**config.mk**
```make
export PLATFORM = sky130hd
export DESIGN_NAME = packet_mem_to_gmii_tx_flat
export DESIGN_NICKNAME = d
export VERILOG_FILES = /design/src/rtl/packet_mem_to_gmii_tx_if.sv /design/src/rtl/packet_mem_to_gmii_tx.sv /design/src/flat_wrapper.sv
export SDC_FILE = /design/constraint.sdc
export NUM_CORES = 1
export LEC_CHECK = 0
export CORE_MARGIN = 4
export CORE_UTILIZATION = 45
export DETAILED_ROUTE_END_ITERATION = 8
export HOLD_SLACK_MARGIN = 0.05
export PLACE_DENSITY = 0.66
export SYNTH_ARGS = -nofsm -noshare
export SYNTH_HDL_FRONTEND = slang
export SYNTH_SLANG_ARGS = --single-unit
```
**constraint.sdc**
```tcl
create_clock -name iclk -period 9.1 [get_ports iclk]
set_input_delay 1.82 -clock iclk [delete_from_list [all_inputs] [get_ports iclk]]
set_output_delay 1.82 -clock iclk [all_outputs]
set_load 0.1 [all_outputs]
```
**src/rtl/packet_mem_to_gmii_tx_if.sv**
```systemverilog
// Bundles the packet-store read port and the GMII-style transmit side of
// packet_mem_to_gmii_tx. The transmitter is the master of the store read bus.
interface packet_mem_to_gmii_tx_if #(
    parameter int pADDR_W = 11,
    parameter int pLEN_W  = 11
);
    logic                iempty;
    logic [pLEN_W-1:0]   ilen_pac;
    logic [7:0]          ir_data;
    logic [pADDR_W-1:0]  or_addr;
    logic                opop;
    logic [7:0]          otx_d;
    logic                otx_en;
    logic                otx_er;
    logic                obusy;

    modport master (
        input  iempty, ilen_pac, ir_data,
        output or_addr, opop, otx_d, otx_en, otx_er, obusy
    );

    modport slave (
        output iempty, ilen_pac, ir_data,
        input  or_addr, opop, otx_d, otx_en, otx_er, obusy
    );
endinterface

```
**src/rtl/packet_mem_to_gmii_tx.sv**
```systemverilog
// Reads buffered packets from the packet store and sends them as GMII-style
// frames (preamble, SFD, payload, inter-frame gap), then pops them.
module packet_mem_to_gmii_tx #(
    parameter int pADDR_W  = 11,
    parameter int pLEN_W   = 11,
    parameter int pPRE_LEN = 7,
    parameter int pIFG     = 12,
    parameter int pMAX_LEN = 1518
) (
    input  logic                     iclk,
    input  logic                     i_rst,
    packet_mem_to_gmii_tx_if.master  bus
);

    localparam int CW = (pLEN_W > 8) ? pLEN_W : 8;
    localparam logic [CW-1:0]     PRE_LAST = CW'(pPRE_LEN - 1);
    localparam logic [CW-1:0]     IFG_LAST = CW'(pIFG - 1);
    localparam logic [pLEN_W:0]   LEN_MAX  = (pLEN_W + 1)'(pMAX_LEN);

    typedef enum logic [2:0] {
        ST_IDLE = 3'd0,
        ST_PRE  = 3'd1,
        ST_SFD  = 3'd2,
        ST_DATA = 3'd3,
        ST_IFG  = 3'd4,
        ST_DROP = 3'd5
    } state_t;

    state_t              r_state;
    logic [CW-1:0]       r_cnt;
    logic [pLEN_W-1:0]   r_len;
    logic [pADDR_W-1:0]  r_base;
    logic [pADDR_W-1:0]  r_addr;
    logic [7:0]          r_tx_d;
    logic                r_tx_en;
    logic                r_tx_er;
    logic                r_pop;
    logic                r_busy;

    state_t              w_state_nxt;
    logic [CW-1:0]       w_cnt_nxt;
    logic [pLEN_W-1:0]   w_len_nxt;
    logic [pADDR_W-1:0]  w_base_nxt;
    logic [pADDR_W-1:0]  w_addr_nxt;
    logic [7:0]          w_tx_d;
    logic                w_tx_en;
    logic                w_pop;
    logic                w_len_bad;
    logic                w_data_last;

    assign w_len_bad   = (bus.ilen_pac == {pLEN_W{1'b0}}) ||
                         ({1'b0, bus.ilen_pac} > LEN_MAX);
    assign w_data_last = (r_cnt == (CW'(r_len) - CW'(1)));

    // Next-state and next-output logic; the address is fetched one state ahead
    // so the read data lines up with the registered transmit byte.
    always_comb begin
        w_state_nxt = r_state;
        w_cnt_nxt   = r_cnt;
        w_len_nxt   = r_len;
        w_base_nxt  = r_base;
        w_addr_nxt  = r_addr;
        w_tx_d      = 8'h00;
        w_tx_en     = 1'b0;
        w_pop       = 1'b0;
        case (r_state)
            ST_IDLE: begin
                if (!bus.iempty) begin
                    w_cnt_nxt = {CW{1'b0}};
                    if (w_len_bad) begin
                        w_state_nxt = ST_DROP;
                    end else begin
                        w_len_nxt   = bus.ilen_pac;
                        w_state_nxt = ST_PRE;
                    end
                end else begin
                    w_state_nxt = ST_IDLE;
                end
            end
            ST_PRE: begin
                w_tx_en = 1'b1;
                w_tx_d  = 8'h55;
                if (r_cnt == PRE_LAST) begin
                    w_cnt_nxt   = {CW{1'b0}};
                    w_addr_nxt  = r_base;
                    w_state_nxt = ST_SFD;
                end else begin
                    w_cnt_nxt = r_cnt + CW'(1);
                end
            end
            ST_SFD: begin
                w_tx_en     = 1'b1;
                w_tx_d      = 8'hD5;
                w_cnt_nxt   = {CW{1'b0}};
                w_addr_nxt  = r_base + pADDR_W'(1);
                w_state_nxt = ST_DATA;
            end
            ST_DATA: begin
                w_tx_en    = 1'b1;
                w_tx_d     = bus.ir_data;
                w_addr_nxt = r_addr + pADDR_W'(1);
                if (w_data_last) begin
                    w_pop       = 1'b1;
                    w_base_nxt  = r_base + pADDR_W'(r_len);
                    w_cnt_nxt   = {CW{1'b0}};
                    w_state_nxt = ST_IFG;
                end else begin
                    w_cnt_nxt = r_cnt + CW'(1);
                end
            end
            ST_IFG: begin
                if (r_cnt == IFG_LAST) begin
                    w_cnt_nxt   = {CW{1'b0}};
                    w_state_nxt = ST_IDLE;
                end else begin
                    w_cnt_nxt = r_cnt + CW'(1);
                end
            end
            ST_DROP: begin
                // One gap cycle lets the store present its next head packet.
                w_pop       = 1'b1;
                w_base_nxt  = r_base + pADDR_W'(bus.ilen_pac);
                w_cnt_nxt   = IFG_LAST;
                w_state_nxt = ST_IFG;
            end
            default: begin
                w_cnt_nxt   = {CW{1'b0}};
                w_state_nxt = ST_IDLE;
            end
        endcase
    end

    // State, datapath and registered outputs
    always_ff @(posedge iclk or negedge i_rst) begin
        if (!i_rst) begin
            r_state <= ST_IDLE;
            r_cnt   <= {CW{1'b0}};
            r_len   <= {pLEN_W{1'b0}};
            r_base  <= {pADDR_W{1'b0}};
            r_addr  <= {pADDR_W{1'b0}};
            r_tx_d  <= 8'h00;
            r_tx_en <= 1'b0;
            r_tx_er <= 1'b0;
            r_pop   <= 1'b0;
            r_busy  <= 1'b0;
        end else begin
            r_state <= w_state_nxt;
            r_cnt   <= w_cnt_nxt;
            r_len   <= w_len_nxt;
            r_base  <= w_base_nxt;
            r_addr  <= w_addr_nxt;
            r_tx_d  <= w_tx_d;
            r_tx_en <= w_tx_en;
            r_tx_er <= 1'b0;
            r_pop   <= w_pop;
            r_busy  <= (w_state_nxt != ST_IDLE);
        end
    end

    assign bus.or_addr = r_addr;
    assign bus.opop    = r_pop;
    assign bus.otx_d   = r_tx_d;
    assign bus.otx_en  = r_tx_en;
    assign bus.otx_er  = r_tx_er;
    assign bus.obusy   = r_busy;

endmodule

```
**src/flat_wrapper.sv**
```systemverilog
// flat-port wrapper written by rule: the top's interface ports become plain ports
module packet_mem_to_gmii_tx_flat 
#(
    parameter int pADDR_W  = 11,
    parameter int pLEN_W   = 11,
    parameter int pPRE_LEN = 7,
    parameter int pIFG     = 12,
    parameter int pMAX_LEN = 1518
)
  (iclk, i_rst, bus_iempty, bus_ilen_pac, bus_ir_data, bus_or_addr, bus_opop, bus_otx_d, bus_otx_en, bus_otx_er, bus_obusy);
  packet_mem_to_gmii_tx_if #(.pADDR_W(pADDR_W), .pLEN_W(pLEN_W)) bus_i ();
  input  logic iclk;
  input  logic i_rst;
  input wire logic [$bits(bus_i.iempty)-1:0] bus_iempty;
  input wire logic [$bits(bus_i.ilen_pac)-1:0] bus_ilen_pac;
  input wire logic [$bits(bus_i.ir_data)-1:0] bus_ir_data;
  output wire logic [$bits(bus_i.or_addr)-1:0] bus_or_addr;
  output wire logic [$bits(bus_i.opop)-1:0] bus_opop;
  output wire logic [$bits(bus_i.otx_d)-1:0] bus_otx_d;
  output wire logic [$bits(bus_i.otx_en)-1:0] bus_otx_en;
  output wire logic [$bits(bus_i.otx_er)-1:0] bus_otx_er;
  output wire logic [$bits(bus_i.obusy)-1:0] bus_obusy;
  assign bus_i.iempty = bus_iempty;
  assign bus_i.ilen_pac = bus_ilen_pac;
  assign bus_i.ir_data = bus_ir_data;
  assign bus_or_addr = bus_i.or_addr;
  assign bus_opop = bus_i.opop;
  assign bus_otx_d = bus_i.otx_d;
  assign bus_otx_en = bus_i.otx_en;
  assign bus_otx_er = bus_i.otx_er;
  assign bus_obusy = bus_i.obusy;
  packet_mem_to_gmii_tx #(.pADDR_W(pADDR_W), .pLEN_W(pLEN_W), .pPRE_LEN(pPRE_LEN), .pIFG(pIFG), .pMAX_LEN(pMAX_LEN)) u_core (.iclk(iclk), .i_rst(i_rst), .bus(bus_i));
endmodule
```
# Word level (Yosys, flattened, before mapping)
# Index checks and enable logic that the tools add are counted.
[totals]
regBits = 58
inputBits = 22
out_inout_bits = 23
[op_classes]
add_sub_neg = 6
n_lt_le_gt_ge = 1
n_eq_ne = 11
muxes = 19
bitwise = 2
n_reduce_logical = 10
[ops]
columns = ["operator", "n"]
rows = [
  ["2-to-1 mux 11 bit", 6],
  ["one-hot mux 11 bit (5 select lines)", 1],
  ["adder 11 x 1 -> 11 bit (second input constant)", 3],
  ["one-hot mux 11 bit (3 select lines)", 1],
  ["one-hot mux 8 bit (3 select lines)", 1],
  ["adder 11 bit", 2],
  ["one-hot mux 11 bit (2 select lines)", 1],
  ["one-hot mux 3 bit (6 select lines)", 1],
  ["2-to-1 mux 3 bit", 5],
  ["== test 11 bit", 1],
  ["== test 11 x 3 -> 1 bit (second input constant)", 1],
  ["== test 11 x 4 -> 1 bit (second input constant)", 1],
  ["greater-than comparator 11 bit (second input constant)", 1],
  ["zero test 11 bit", 1],
  ["subtractor 11 x 1 -> 11 bit (second input constant)", 1],
  ["== test 3 x 2 -> 1 bit (second input constant)", 2],
  ["== test 3 bit (second input constant)", 2],
  ["nonzero test 3 bit", 2],
  ["inequality test 2 x 1 -> 1 bit (second input constant)", 2],
  ["AND reduction 2 bit", 2],
  ["== test 3 x 1 -> 1 bit (second input constant)", 1],
  ["zero test 3 bit", 1],
  ["AND reduction 3 bit", 1],
  ["OR reduction 3 bit", 1],
  ["other kinds (6)", 8],
]

# Logic depth before layout (Yosys ltp)
# Gate-level depths: netlist of run 1.
[logic_depth]
depth_word = 6
ltp_mapped = 14

# Worst setup path before layout of run 1
# OpenSTA, ideal clock, no wires.
[synth_path]
path_kind = "input to register"
startpoint = "input port bus_ilen_pac[0]"
endpoint = "register u_core.r_base[8]"
setup_ps = 125
arrival_ps = 3683
path_slack_ps = 5292
cell_stages = 11
cell_sequence = "nand2_1 > o21ai_0 > ha_1 > fa_1 > a211oi_1 > nor2_1 > o31ai_1 > nand2b_1 > a21oi_1 > xnor2_1 > mux2_4"
[synth_via]
elab_chain_cells = 2
[synth_rtl]
columns = ["item", "line_no", "text"]
rows = [
  ["from (decl)", "flat_wrapper.sv:15", "input wire logic [$bits(bus_i.ilen_pac)-1:0] bus_ilen_pac;"],
  ["adder 11 bit", "packet_mem_to_gmii_tx.sv:122", "w_base_nxt = r_base + pADDR_W'(bus.ilen_pac);"],
  ["one-hot mux 11 bit (2 select lines)", "packet_mem_to_gmii_tx.sv:66", "case (r_state)"],
  ["to (signal assigned)", "packet_mem_to_gmii_tx.sv:139", "r_base <= {pADDR_W{1'b0}};"],
  ["to (signal assigned)", "packet_mem_to_gmii_tx.sv:150", "r_base <= w_base_nxt;"],
  ["to (decl)", "packet_mem_to_gmii_tx.sv:32", "logic [pADDR_W-1:0] r_base;"],
]
# No other way between the ends.
# A chain may end at the register's enable or synchronous reset.

# Worst setup path in the final report of run 1
# Same ends and word-level chain as after synthesis.

==> results of run 1 <==
-- worst max-delay path by stage --
stage,cells after the start,to,from,slack [ps]
final,12,u_core.r_base[8]$_DFFE_PN0P_,bus_ilen_pac[0],4930
after global routing,12,u_core.r_base[8]$_DFFE_PN0P_,bus_ilen_pac[0],4610
after CTS,12,u_core.r_base[8]$_DFFE_PN0P_,bus_ilen_pac[0],4930
after detailed placement,12,u_core.r_base[8]$_DFFE_PN0P_,bus_ilen_pac[0],4570
after global placement,12,u_core.r_base[8]$_DFFE_PN0P_,bus_ilen_pac[0],4620
after floorplan,11,u_core.r_base[8]$_DFFE_PN0P_,bus_ilen_pac[0],5290
-- state kept, by name, summed over array words and instances, names as in the netlist --
register	cells
u_core.bus.otx_en	1
u_core.r_base	11
u_core.r_state	3
u_core.r_len	11
u_core.bus.otx_d	8
u_core.bus.obusy	1
u_core.bus.opop	1
u_core.bus.or_addr	11
u_core.r_cnt	11
-- final cells by class --
type | instances | area share [%]
flip-flops and latches | 58 | 30.5
clock inverters | 4 | 1.05
clock buffers | 12 | 3.26
repair buffers | 47 | 9.57
well taps | 108 | 2.84
multi-input cells | 376 | 51.6
inverters | 15 | 1.18
-- cells by family after synthesis --
family,share of synthesized area [%]
xor gates and xnor gates,5.75
DFF,35.3
adders and majority gates,4.99
buffers and inverters,4.96
other,0.0912
AOI/OAI and AO/OA,21.2
and+or+nand+nor,20.8
muxes,6.85
-- cell usage after synthesis, types with 2 or more instances --
cell type | n | area share, %
a211oi_1 | 5 | 0.91
a21o_1 | 5 | 0.91
a21oi_1 | 29 | 3.5
a21oi_2 | 2 | 0.43
a22oi_1 | 3 | 0.55
a31oi_1 | 6 | 0.91
a41oi_1 | 3 | 0.64
and2_1 | 4 | 0.61
and3_1 | 4 | 0.61
buf_2 | 3 | 0.37
clkbuf_1 | 25 | 2.3
dfrtp_1 | 58 | 35
ha_1 | 14 | 4.3
inv_1 | 15 | 1.4
mux2_2 | 9 | 2.5
mux2_4 | 8 | 2.9
mux2i_1 | 6 | 1.5
nand2_1 | 62 | 5.7
nand2b_1 | 4 | 0.61
nand3_1 | 20 | 2.4
nand3b_1 | 3 | 0.55
nand4_1 | 6 | 0.91
nor2_1 | 39 | 3.6
nor2b_1 | 2 | 0.30
nor3_1 | 13 | 1.6
nor4_1 | 3 | 0.46
nor4_2 | 2 | 0.61
o211a_1 | 3 | 0.73
o211ai_1 | 6 | 1.1
o21a_1 | 9 | 1.6
o21ai_0 | 39 | 4.7
o21bai_1 | 2 | 0.37
o2bb2ai_1 | 3 | 0.64
o31ai_1 | 4 | 0.73
o32ai_1 | 2 | 0.43
or3_1 | 2 | 0.30
xnor2_1 | 13 | 2.8
xor2_1 | 14 | 3.0
-- stage by stage --
step                cells  total power, mW  util (%)  instance area (um2)  setup slack (ps)
floorplan             480            0.266         -                 4110              5290
global placement      604            0.283      51.7                 4550              4620
detailed placement    604            0.283      51.7                 4550              4570
CTS                   620            0.535      54.0                 4760              4930
global route          620            0.548      54.0                 4760              4610
finish                620            0.531      54.0                 4760              4930
-- per-layer routing --
metal	vias to the layer above	wire, um
met5	-	0
met4	0	112
met3	11	442
met2	99	4700
met1	1722	5030
li1	1787	-
-- power by group --
group          total, mW  internal, mW  switching, mW
logic             0.0201       0.00883         0.0113
clock network      0.253         0.141          0.112
registers          0.258         0.258              0
total              0.531         0.408          0.123
-- critical path: cells and delay by family --
kind | cells | cell delay, ps
AOI/OAI and AO/OA | 4 | 850
adders and majority gates | 2 | 680
and+or+nand+nor | 3 | 280
xor gates and xnor gates | 1 | 80
muxes | 1 | 250
buffers and inverters | 1 | 460
==> impl_metrics.ini, run 1 <==
[setup_path]
path_class = input pin to register
crit_arrival_ps = 4400
worstRegToRegCells = 11
reg2reg_from = u_core.r_state[2]$_DFF_PN0_
cp-start-kind = input pin
worstReg2RegEnd = u_core.r_base[8]$_DFFE_PN0P_
worstPathRequired_ps = 9330
crit_path_max_fanout = 4
endpoint_kind = register
critPathSlowestCell = clkdlybuf4s50_1
reg2reg_slack_ps = 5560
cp_slowest_stage_delay_ps = 460
crit_chain = clkdlybuf4s50_1, nand2_1, o21ai_0, ha_1, fa_1, a211oi_1, nor2_1, o31ai_1, nand2b_1, a21oi_1, xnor2_1, mux2_4

[route]
viasPerCell = 5.84
vias = 3619
dr.pass1.iters = 5
wl_um = 10300
drtIter0Drc = 163
drc_errors = 0
ant_nets = 0
wire_per_inst_um = 16.6

[global_routing]
grt_start_max_net_pins = 59
met2_usage_pct = 30.8
use_met3_pct = 3.17
first_global_vias = 3502
grt_pass1_wl_um = 17500
top_usage_layer = met2
antenna_found_initial = 0
grt.overflow.total = 0
use_met1_pct = 27.8
track_usage_pct = 19.5

[synth]
synth_warnings = 0
synth_area_um2 = 4110
ys_ff_latch = 58
synth_cells = 480
synth_cell_types = 68
async_flop_share_pct = 100
synthesis.nets = 517
seq_area_frac_synth_pct = 35.3
avgSynthCellArea_um2 = 8.57
ys.flop_type = dfrtp_1
synth_edf_count = 0

[status]
outcome = finished, final reports clean

[floorplan]
coreArea_um2 = 8810
fp.dieH_um = 104
die_x_um = 104
rows = 34
dieArea_um2 = 10700
initial_core_util_pct = 46.7
io_pins = 45

[power_and_ir_drop]
p_leak_nw = 2.00
powerDensity_nw_per_um2 = 112
peakVddDrop_uv = 60.9

[finish]
final_common_cell = nand2_1
layout_common_cells = nand2_1 (62), dfrtp_1 (58), clkdlybuf4s50_1 (42), o21ai_0 (39), nor2_1 (39)
fill_cells = 820
multiInputGateArea_um2 = 2460
drive_above_1_share_pct = 9.57
area_growth_pct = 15.8
nets = 544
diodes = 0
seq_area_um2 = 1450

[flow_run]
maxCapViolations = 0

[hold_path]
worstHoldEndpoint = u_core.r_base[10]$_DFFE_PN0P_
worstHoldStart = u_core.r_base[10]$_DFFE_PN0P_
whs_path_depth = 1
hp-class = register to register

[cts]
cts-root-buf = clkbuf_8
clkSlewWorstSetupHoldPaths_ps = 70
cts_inserted_buffers = 9
clock-sinks = 58
htreeDepth = 3
cts_tree = yes
post_cts_resized = 0
post-cts-setup-buffers = 0
clockBufferDepth = 2
clock_latency_ps = 340
holdBufCountCts = 0

[timing]
slew_viol_final = 0
finalSetupViolCount = 0
min_period_ps = 4170
period_share_pct = 45.9
hold_ws_ps = 539
slew_headroom_pct = 34.8
tns_ps = 0
finalClockSkew_ps = 9.87
worst_pin_slew_ps = 975
rsz0062_at_grt = no
finalHoldViolCount = 0
fmax_mhz = 240

[place]
place_congestion = 0.888
port_buffers = 43
dp_hpwl_um = 7440
Note: power is estimated with default switching activity, not from simulation.
==> inputs of run 2 (changes only) <==
- PLACE_DENSITY: 0.66 -> 0.69
- clock period: 9.1 -> 3.4 ns (I/O delays scaled with it)
==> impl_metrics.ini, run 2 (synthesized netlist as in run 1, its figures left out) <==
[status]
outcome = finished, final reports clean

[route]
dr.pass1.iters = 5
drtIter0Drc = 177
viasPerCell = 5.88
ant_nets = 0
vias = 3697
wl_um = 10400
wire_per_inst_um = 16.5
drc_errors = 0

[finish]
area_growth_pct = 16.3
nets = 555
layout_common_cells = nand2_1 (62), dfrtp_1 (58), o21ai_0 (39), nor2_1 (39), clkdlybuf4s50_1 (31)
diodes = 0
final_common_cell = nand2_1
drive_above_1_share_pct = 13.2

[timing]
min_period_ps = 2980
finalSetupViolCount = 0
fmax_mhz = 335
finalClockSkew_ps = 4.07
slew_headroom_pct = 35.2
period_share_pct = 87.8
worst_pin_slew_ps = 969
hold_ws_ps = 314
tns_ps = 0
finalHoldViolCount = 0
rsz0062_at_grt = no
slew_viol_final = 0

[setup_path]
cpLargestDelayFamily = compound AO/OA/AOI/OAI gates
worstReg2RegEnd = u_core.r_base[8]$_DFFE_PN0P_
critPathSlowestCell = fa_1
cp_slowest_stage_delay_ps = 430
setup.worst_path.end = u_core.r_base[8]$_DFFE_PN0P_
path_class = register to register
worstPathRequired_ps = 3630
critPathBufInv = 2
endpoint_kind = register
reg2reg_slack_ps = 420
cp_num_cells = 14
cp-start-kind = register
crit_chain = inv_1, and3_1, buf_4, nand2_1, o21ai_0, ha_1, fa_1, a211oi_1, nor2_1, o31ai_1, nand2b_1, a21oi_1, xnor2_1, mux2_4
worstRegToRegCells = 14
crit_path_max_fanout = 10
startpoint = u_core.r_state[1]$_DFF_PN0_
reg2reg_from = u_core.r_state[1]$_DFF_PN0_
crit_arrival_ps = 3220

[floorplan]
fp.dieH_um = 104
coreArea_um2 = 8810
die_x_um = 104
io_pins = 45
rows = 34
dieArea_um2 = 10700
initial_core_util_pct = 46.7

[cts]
clkSlewWorstSetupHoldPaths_ps = 70
holdBufCountCts = 0
cts_inserted_buffers = 9
post-cts-setup-buffers = 0
cts-root-buf = clkbuf_8
post_cts_resized = 0
clock-sinks = 58
clock_latency_ps = 340
clockBufferDepth = 2
htreeDepth = 3
cts_tree = yes

[place]
port_buffers = 43
dp_hpwl_um = 7720
place_congestion = 0.859

[flow_run]
maxCapViolations = 0

[power_and_ir_drop]
powerDensity_nw_per_um2 = 285
peakVddDrop_uv = 206
p_leak_nw = 2.07

[global_routing]
first_global_vias = 3509
grt_start_max_net_pins = 36
grt.overflow.total = 0
antenna_found_initial = 0
grt_pass1_wl_um = 17500
track_usage_pct = 19.8

[hold_path]
hp-class = input pin to asynchronous set/reset pin
[run 2: changes by cell type in the layout (fill, tap and decap cells not counted), sizes merged]
| cell | change |
|---|---|
| buf | +22 |
| clkbuf | -2 |
| clkdlybuf4s50 | -11 |
| clkinv | +2 |
| clkinvlp | -2 |
[run 2: worst register-to-register path: stages, from the launching register on]
cell      delay (ps)
dfrtp_1          360
inv_1             90
and3_1           230
buf_4            200
nand2_1           60
o21ai_0           70
ha_1             220
fa_1             430
a211oi_1         230
nor2_1           100
o31ai_1          270
nand2b_1         100
a21oi_1          190
xnor2_1           80
mux2_4           250
[run 2: worst min-delay path by stage]
stage	from	end	slack, ps	depth (start not counted)
3_5_place_dp	u_core.r_base[10]$_DFFE_PN0P_	u_core.r_base[10]$_DFFE_PN0P_	530	1
3_3_place_gp	u_core.r_base[10]$_DFFE_PN0P_	u_core.r_base[10]$_DFFE_PN0P_	520	1
4_1_cts	i_rst	u_core.r_cnt[2]$_DFFE_PN0P_	330	1
6_report	i_rst	u_core.bus.otx_d[4]$_DFF_PN0_	310	1
5_1_grt	i_rst	u_core.bus.otx_d[4]$_DFF_PN0_	370	1
2_1_floorplan	i_rst	u_core.bus.obusy$_DFF_PN0_	380	0
[run 2: power breakdown]
part	total, mW	switching [mW]	internal [mW]
Clock	0.616	0.289	0.327
Sequential	0.690	0	0.690
Combinational	0.0550	0.0307	0.0243
Total	1.36	0.320	1.04
[run 2: cell type report]
class	instances	area, um2
fill	793	4020
multi-input combinational	376	2460
sequential	58	1450
timing repair buffer	58	510
tap	108	135
clock buffer	10	128
inverter	15	56.3
clock inverter	4	45.0
[run 2: routing by layer]
metal  GRT usage, %  wire length, um  vias to the layer above
li1               -                -                     1799
met1           27.7             4940                     1784
met2           30.9             4790                       98
met3           3.54              494                       16
met4           6.65              168                        0
met5              0                0                        -
[run 2: metrics by stage]
| stage | power (mW) | area (um2) | utilization, % | setup slack, ps | cells |
|---|---|---|---|---|---|
| final | 1.36 | 4780 | 54.3 | 416 | 629 |
| after CTS | 1.38 | 4780 | 54.3 | 419 | 629 |
| after global routing | 1.42 | 4780 | 54.3 | 158 | 629 |
| after floorplan | 0.712 | 4110 | - | 217 | 480 |
| after global placement | 0.759 | 4610 | 52.3 | 176 | 615 |
| after detailed placement | 0.759 | 4610 | 52.3 | 141 | 615 |
